### src/rtl/ravan_encryption.sv
// RAVAN 64-bit iterative block encryptor: ROUNDS x 8 key-slice steps, one per clock,
// with a whitening mask drawn from an LFSR that advances once per accepted block.
module ravan_encryption #(
  parameter int          ROUNDS    = 21,
  parameter logic [63:0] MASK_SEED = 64'hffda_1234_daae_a339
) (
  input  logic         clk,
  input  logic         rst,
  input  logic         in_valid,
  output logic         in_ready,
  input  logic [63:0]  data_in,
  input  logic [63:0]  real_data,
  input  logic [511:0] key,
  output logic [63:0]  enc_data_out,
  output logic         out_valid,
  input  logic         out_ready,
  output logic         busy,
  output logic [1:0]   dbg_state_o
);

  localparam int RW = (ROUNDS > 1) ? $clog2(ROUNDS) : 1;
  localparam logic [RW-1:0] R_LAST = RW'(ROUNDS - 1);

  typedef enum logic [1:0] {
    IDLE = 2'd0,
    RUN  = 2'd1,
    DONE = 2'd2
  } state_e;

  state_e         state_q, state_d;
  logic [63:0]    t_q, t_d;
  logic [63:0]    m_cur_q, m_cur_d;
  logic [63:0]    tw_q, tw_d;
  logic [511:0]   ks_q, ks_d;
  logic [RW-1:0]  r_q, r_d;
  logic [2:0]     s_q, s_d;
  logic [63:0]    mask_q, mask_d;
  logic [63:0]    enc_q, enc_d;

  logic [63:0]    step_val;
  logic           last_step;

  // Both handshakes: a transfer happens on the rising edge where valid and ready
  // are both high; valid never depends on ready, and data is held until transfer.
  assign in_ready     = (state_q == IDLE);
  assign out_valid    = (state_q == DONE);
  assign busy         = (state_q != IDLE);
  assign enc_data_out = enc_q;
  assign dbg_state_o  = state_q;

  assign step_val  = (~(t_q ^ ks_q[{s_q, 6'd0} +: 64])) + tw_q;
  assign last_step = (r_q == R_LAST) && (s_q == 3'd7);

  always_comb begin
    state_d = state_q;
    t_d     = t_q;
    m_cur_d = m_cur_q;
    tw_d    = tw_q;
    ks_d    = ks_q;
    r_d     = r_q;
    s_d     = s_q;
    mask_d  = mask_q;
    enc_d   = enc_q;
    case (state_q)
      IDLE: begin
        if (in_valid) begin
          state_d = RUN;
          t_d     = data_in ^ mask_q;
          m_cur_d = mask_q;
          tw_d    = real_data;
          ks_d    = key;
          r_d     = '0;
          s_d     = '0;
          mask_d  = {mask_q[62:0], mask_q[63] ^ mask_q[61]};
        end
      end
      RUN: begin
        t_d = step_val;
        s_d = s_q + 3'd1;
        if (s_q == 3'd7) begin
          r_d = r_q + RW'(1);
        end
        if (last_step) begin
          state_d = DONE;
          r_d     = '0;
          enc_d   = step_val ^ m_cur_q;
        end
      end
      DONE: begin
        if (out_ready) begin
          state_d = IDLE;
        end
      end
      default: state_d = IDLE;
    endcase
  end

  always_ff @(posedge clk) begin
    if (rst) begin
      state_q <= IDLE;
      t_q     <= '0;
      m_cur_q <= '0;
      tw_q    <= '0;
      ks_q    <= '0;
      r_q     <= '0;
      s_q     <= '0;
      mask_q  <= MASK_SEED;
      enc_q   <= '0;
    end else begin
      state_q <= state_d;
      t_q     <= t_d;
      m_cur_q <= m_cur_d;
      tw_q    <= tw_d;
      ks_q    <= ks_d;
      r_q     <= r_d;
      s_q     <= s_d;
      mask_q  <= mask_d;
      enc_q   <= enc_d;
    end
  end

endmodule

### config.mk
export PLATFORM = sky130hd
export DESIGN_NAME = ravan_encryption
export DESIGN_NICKNAME = d
export VERILOG_FILES = /design/src/rtl/ravan_encryption.sv
export SDC_FILE = /design/constraint.sdc
export NUM_CORES = 2
export LEC_CHECK = 0
export ABC_AREA = 1
export BUFFER_PORTS_ARGS = -buffer_cell sky130_fd_sc_hd__buf_2
export CAP_MARGIN = 20
export CELL_PAD_IN_SITES_DETAIL_PLACEMENT = 1
export CELL_PAD_IN_SITES_GLOBAL_PLACEMENT = 1
export CORE_MARGIN = 4
export CORE_UTILIZATION = 42
export DETAILED_ROUTE_END_ITERATION = 6
export PLACE_DENSITY_LB_ADDON = 0.3
export SLEW_MARGIN = 40
export SYNTH_ARGS = -nofsm -noshare
export SYNTH_HDL_FRONTEND = slang
export SYNTH_SLANG_ARGS = --single-unit
### constraint.sdc
create_clock -name clk -period 8 [get_ports clk]
set_clock_uncertainty 0.15 [all_clocks]
set_input_delay 1.2 -clock clk [delete_from_list [all_inputs] [get_ports clk]]
set_output_delay 1.2 -clock clk [all_outputs]
set_load 0.005 [all_outputs]
==> After elaboration in Yosys (flattened, before gate mapping) <==
Cells that the tools add are included.
W data, S select, Z words.
{ "totals": {"ff_bits": 842, "output_inout_bits": 69, "input_bits": 644, "elab_cells": 47} }
{ "classes": {"n_bitwise": 5, "n_shift": 1, "n_reduce_logical": 9, "muxes": 12, "n_addsub": 3, "eq_ne": 8} }
{ "op_table": {"columns": ["operator", "n"], "rows": [
  ["$shiftx A512 B10 Y64", 1],
  ["$xor A64 B64 Y64", 3],
  ["$pmux W64 S2", 1],
  ["$add A64 B64 Y64", 1],
  ["$mux W64", 1],
  ["$not A64 Y64", 1],
  ["$mux W5", 3],
  ["$pmux W5 S2", 1],
  ["$mux W2", 3],
  ["$pmux W2 S3", 1],
  ["$pmux W3 S2", 1],
  ["$reduce_and A2 Y1", 3],
  ["$reduce_and A3 Y1", 2],
  ["$add A5 B1 Y5 const B", 1],
  ["$eq A5 B5 Y1 const B", 1],
  ["$ne A2 B2 Y1 const B", 2],
  ["$reduce_bool A2 Y1", 2],
  ["$add A3 B1 Y3 const B", 1],
  ["$eq A3 B3 Y1 const B", 1],
  ["$mux W3", 1],
  ["$ne A3 B3 Y1 const B", 1],
  ["$eq A2 B1 Y1 const B", 1],
  ["$eq A2 B2 Y1 const B", 1],
  ["$logic_not A2 Y1", 1],
  ["other kinds (3)", 3]
]} }

==> Logic depth before layout (Yosys ltp) <==
{ "depth": {"word_depth": 5, "ltp_mapped": 27, "mapped_depth_nobuf": 24} }

==> Worst setup path after synthesis <==
Ideal clock, no wire load.
{ "synth_path": {"path_type": "register -> register", "start": "reg s_q[0]", "end": "reg enc_q[48] (netlist: enc_data_out[48])", "arrival_ns": 3.012, "setup_ns": 0.109, "period_less_slack_ns": 3.270, "required_time_ns": 7.741, "setup_slack_ns": 4.730, "path_stages_with_launch": 25, "n_path_buf": 2, "cell_sequence": "dfxtp_1 > clkbuf_1 > clkbuf_1 > o21ai_0 > o221ai_1 > nand2_1 > xor2_1 > inv_1 > ha_1 > inv_1 > fa_1 > inv_1 > nand3_1 > nand2_1 > nand2_1 > nand2_1 > nand2_1 > nand2_1 > nand3_1 > nand3_1 > nand2_1 > nand3_1 > nand3_1 > nand2_1 > inv_1"} }
{ "synth_via": {"elab_chain_cells": 5, "elab_cells_between_ends": 8, "classes_between": "1 x add/sub; 1 x eq/ne; 1 x shift; 3 x bitwise; 2 x reduce/logical"} }
{ "synth_rtl": {"columns": ["element", "line_no", "rtl"], "rows": [
  ["start, declared", "36", "logic [2:0] s_q, s_d;"],
  ["start signal, assigned", "106", "s_q <= '0;"],
  ["start signal, assigned", "116", "s_q <= s_d;"],
  ["$shiftx A512 B10 Y64", "51", "assign step_val = (~(t_q ^ ks_q[{s_q, 6'd0} +: 64])) + tw_q;"],
  ["$xor A64 B64 Y64", "51", null],
  ["$not A64 Y64", "51", null],
  ["$add A64 B64 Y64", "51", null],
  ["$xor A64 B64 Y64", "86", "enc_d = step_val ^ m_cur_q;"],
  ["end signal, assigned", "118", "enc_q <= enc_d;"],
  ["end, declared", "38", "logic [63:0] enc_q, enc_d;"]
]} }
Several ways; a longest one is shown, not always the timed one.
A chain may end at the register's enable or synchronous reset.

==> Worst setup path in the final report <==
{ "layout_path": {"start": "reg s_q[0]", "end": "reg enc_q[57] (netlist: enc_data_out[57])"} }
Same word-level chain as after synthesis.

==> summary.md <==
| Metric | Value |
|---|---|
| Initial antenna violation count | `39` |
| Layer carrying the most global-route usage | `met2` |
| DP Worst Slack | `between 3000 and 4000 ps` |
| CTS Sinks | `approximately 810` |
| Design area | `roughly 48,000 µm²` |
| Antenna Nets Post-Route | `0` |
| Nature of the critical path startpoint | `register` |
| DRT iter0 DRCs | `about 3,700` |
| Failing checks | `design-rule violations` |
| Period minus WS final | `slightly above 5000 ps` |
| Commonest non-fill, non-tap cell in the layout | `nor2_1` |
| H-tree depth | `3` |
| Peak supply drop | `~0.16 mV` |
| Met3 Track Usage GR | `5.447%` |
| Die area | `slightly above 100,000 µm²` |
| Seq pwr share | `between 30% and 40%` |
| IO buf count | `a little over 700` |
| Cts bufs inserted | `90` |
| Synth Instances | `between 6,000 and 7,000` |
| Syn nets | `slightly below 7,000` |
| Gate power share | `28.6%` |
| Synth Flop Type | `dfxtp_1` |
| Area grow syn2layout | `18.17%` |
| Switching Power | `4.605 mW` |
| Clk_lat worst skew | `690 ps` |
| Register bit total from synthesis | `a little over 800` |
| Endpoints failing hold | `0` |
| YS warnings | `0` |
| Post-Syn Area | `about 41,000 µm²` |
| Synth area leaders | `dfxtp_1 (40%), nor2_1 (13%), o21ai_0 (12%)` |
| GR Layer Usage met2 | `53.94%` |
| Total power | `around 13 mW` |
| Commonest cells after routing, fill and taps aside | `nor2_1 (1,412), nand2_1 (1,026), o21ai_0 (946)` |
| Switching share of power | `36.29%` |
| Clock root buffer master | `clkbuf_16` |
| Via Count | `43,279` |
| Yosys top cell area share | `between 40% and 50%` |
| Initial core utilization | `between 40% and 50%` |
| First-pass GRT wire length | `around 260,000 µm` |
| Final setup fails | `0` |
| Async SR Flop Fraction | `0%` |
| Hold_buf cts | `0` |
| Rel. slew slack | `around a third` |
| Max_cap viols | `0` |
| Worst-Margin Slew | `981.6 ps` |
| Period utilisation layout | `a little under two thirds` |
| Die Ht | `319.0 µm` |
| Gr ovfl total | `0` |
| Global Route Usage Sum | `approximately 33%` |
| Share of layout cells above drive strength 1 | `14.49%` |
| Vias in the first global route | `43,388` |
| RSZ-0062 raised after global routing | `false` |
| TritonCTS clock tree | `done` |
| Crit Path Class | `reg2reg` |
| Pre-antenna DRT Iters | `7` |
| # IOs | `slightly above 700` |
| Setup TNS | `0 ps` |
| PwrDens | `approximately 260 nW/µm²` |
| Syn avg cell area | `~6.6 µm²` |
| Resize count post-CTS | `0` |
| Arrival time of the worst setup path | `between 5000 and 6000 ps` |
| CORE AREA | `~95,000 µm²` |
| Top cell type by total area after synthesis | `dfxtp_1` |
| Pleak | `22.65 nW` |
| Hold Crit Class | `reg2reg` |
| Int Power | `between 8 and 9 mW` |
| Register-to-register path setup slack | `a little under 3000 ps` |
| Detail Placement HPWL | `about 130,000 µm` |
| Met1 Track Usage GR | `between 40% and 50%` |
| Hold path start | `ks_q[155]` |
| EDFF count, synth | `0` |
| Yosys cell types | `44` |
| FILL cells | `roughly 13,000` |
| Final #Nets | `7,308` |
| Drt via density | `around 5.4` |
| Worst-path maximum fanout | `approximately 150` |
| PnR worst setup slack | `roughly 2900 ps` |
| DP Area | `between 40,000 and 50,000 µm²` |
| Slew Limit Fails | `0` |
| Clk buf depth | `3` |
| # Post-CTS Setup Buffers | `0` |
| Reg2reg start | `s_q[0]` |
| Routability cong. | `between 0.9 and 1` |
| Critical Path RT | `about 8400 ps` |
| Total Wirelength | `177,200 µm` |
| CP startpoint | `s_q[0]` |
| Seq/Total Area, Yosys | `between 40% and 50%` |
| Routed wire per std cell | `22.27 µm` |
| Die W | `319.0 µm` |
| Detailed-route DRC error count | `1` |
| Crit end category | `register` |
| Largest net degree at the start of global routing | `between 200 and 250` |
| Outcome | `finished, violations left` |
| FP Rows | `around 110` |
| Clock power frac | `about a third` |
| Worst-path clk slew | `~60 ps` |
| Maximum clock rate | `roughly 0.20 GHz` |
-- power groups by stage --
stage / clock network, mW / logic (mW) / registers, mW
after floorplan: 0 / 2.34 / 4.62
after global placement: 0 / 3.47 / 4.69
after detailed placement: 0 / 3.56 / 4.70
after CTS: 4.48 / 3.60 / 4.62
after global routing: 4.65 / 4.02 / 4.66
final: 4.43 / 3.63 / 4.63
-- per-stage QoR --
stage | hold WS, ps | util, % | instances
5_1_grt | 322.6 | 50.28 | 7947
6_report | 304.7 | 50.30 | 7955
3_5_place_dp | 294.2 | 46.87 | 7767
4_1_cts | 303.0 | 50.17 | 7935
3_3_place_gp | 287.2 | 46.81 | 7765
2_1_floorplan | 274.4 | - | 6126
-- metal layers --
metal | up-vias | share of wire, %
met4 | 22 | 4.4
met1 | 21015 | 44
met3 | 302 | 5.9
li1 | 20642 | -
met5 | - | 0.078
met2 | 1298 | 46
-- state kept, by name (all words and copies together), names as in the netlist --
register / count
m_cur_q: 64
enc_data_out: 64
mask_q: 36
s_q: 3
t_q: 64
tw_q: 64
r_q: 5
ks_q: 512
dbg_state_o: 2
-- cell usage after synthesis, types with 25 or more instances --
master    instances
o21a_1           43
clkbuf_1        252
xor2_1           73
o21ai_0         950
o21ai_1          25
buf_2           104
nor2_1         1413
dfxtp_1         814
ha_1             67
nand2_1        1028
a21oi_1         220
o221ai_1         59
inv_1           501
o22ai_1          50
xnor2_1          86
nand3_1         292
-- final timing paths --
path,endpoint,cells past startpoint
worst max-delay path,enc_data_out[57],20
worst min-delay path,ks_q[155],2
worst max register to register,enc_data_out[57],20
worst min register to register,ks_q[155],2
-- logic make-up after synthesis --
logic type / synth area share [%]
compound gates: 18.28
xor+xnor: 3.548
fa+ha+maj: 2.113
buf+inv: 8.535
flops: 40.12
simple gates: 27.40
-- final cells by class --
class | count | area, µm² | area share, %
clock buffer | 133 | 2655 | 5.531
clock inverter | 35 | 496.7 | 1.035
inverter | 513 | 1958 | 4.079
tap | 1265 | 1583 | 3.297
antenna | 18 | 45.04 | 0.09384
multi-input combinational | 4425 | 20880 | 43.51
sequential | 814 | 16310 | 33.97
timing repair buffer | 752 | 4074 | 8.487
-- critical path: stages, from the launching register on --
cell and delay (ps):
dfxtp_4 410, clkinv_8 450, buf_12 420, nor2_1 170
o22ai_1 170, o21ai_1 790, xor2_1 150, ha_1 460
nand2_1 160, nor2_1 200, inv_1 90, nor2_1 250
nand2_1 130, nand2_1 240, a21oi_1 200, nand2_1 130
nand2_1 80, nand3_1 80, nand3_1 70, nand2_1 80
inv_1 40
(Power assumes the default switching activity.)
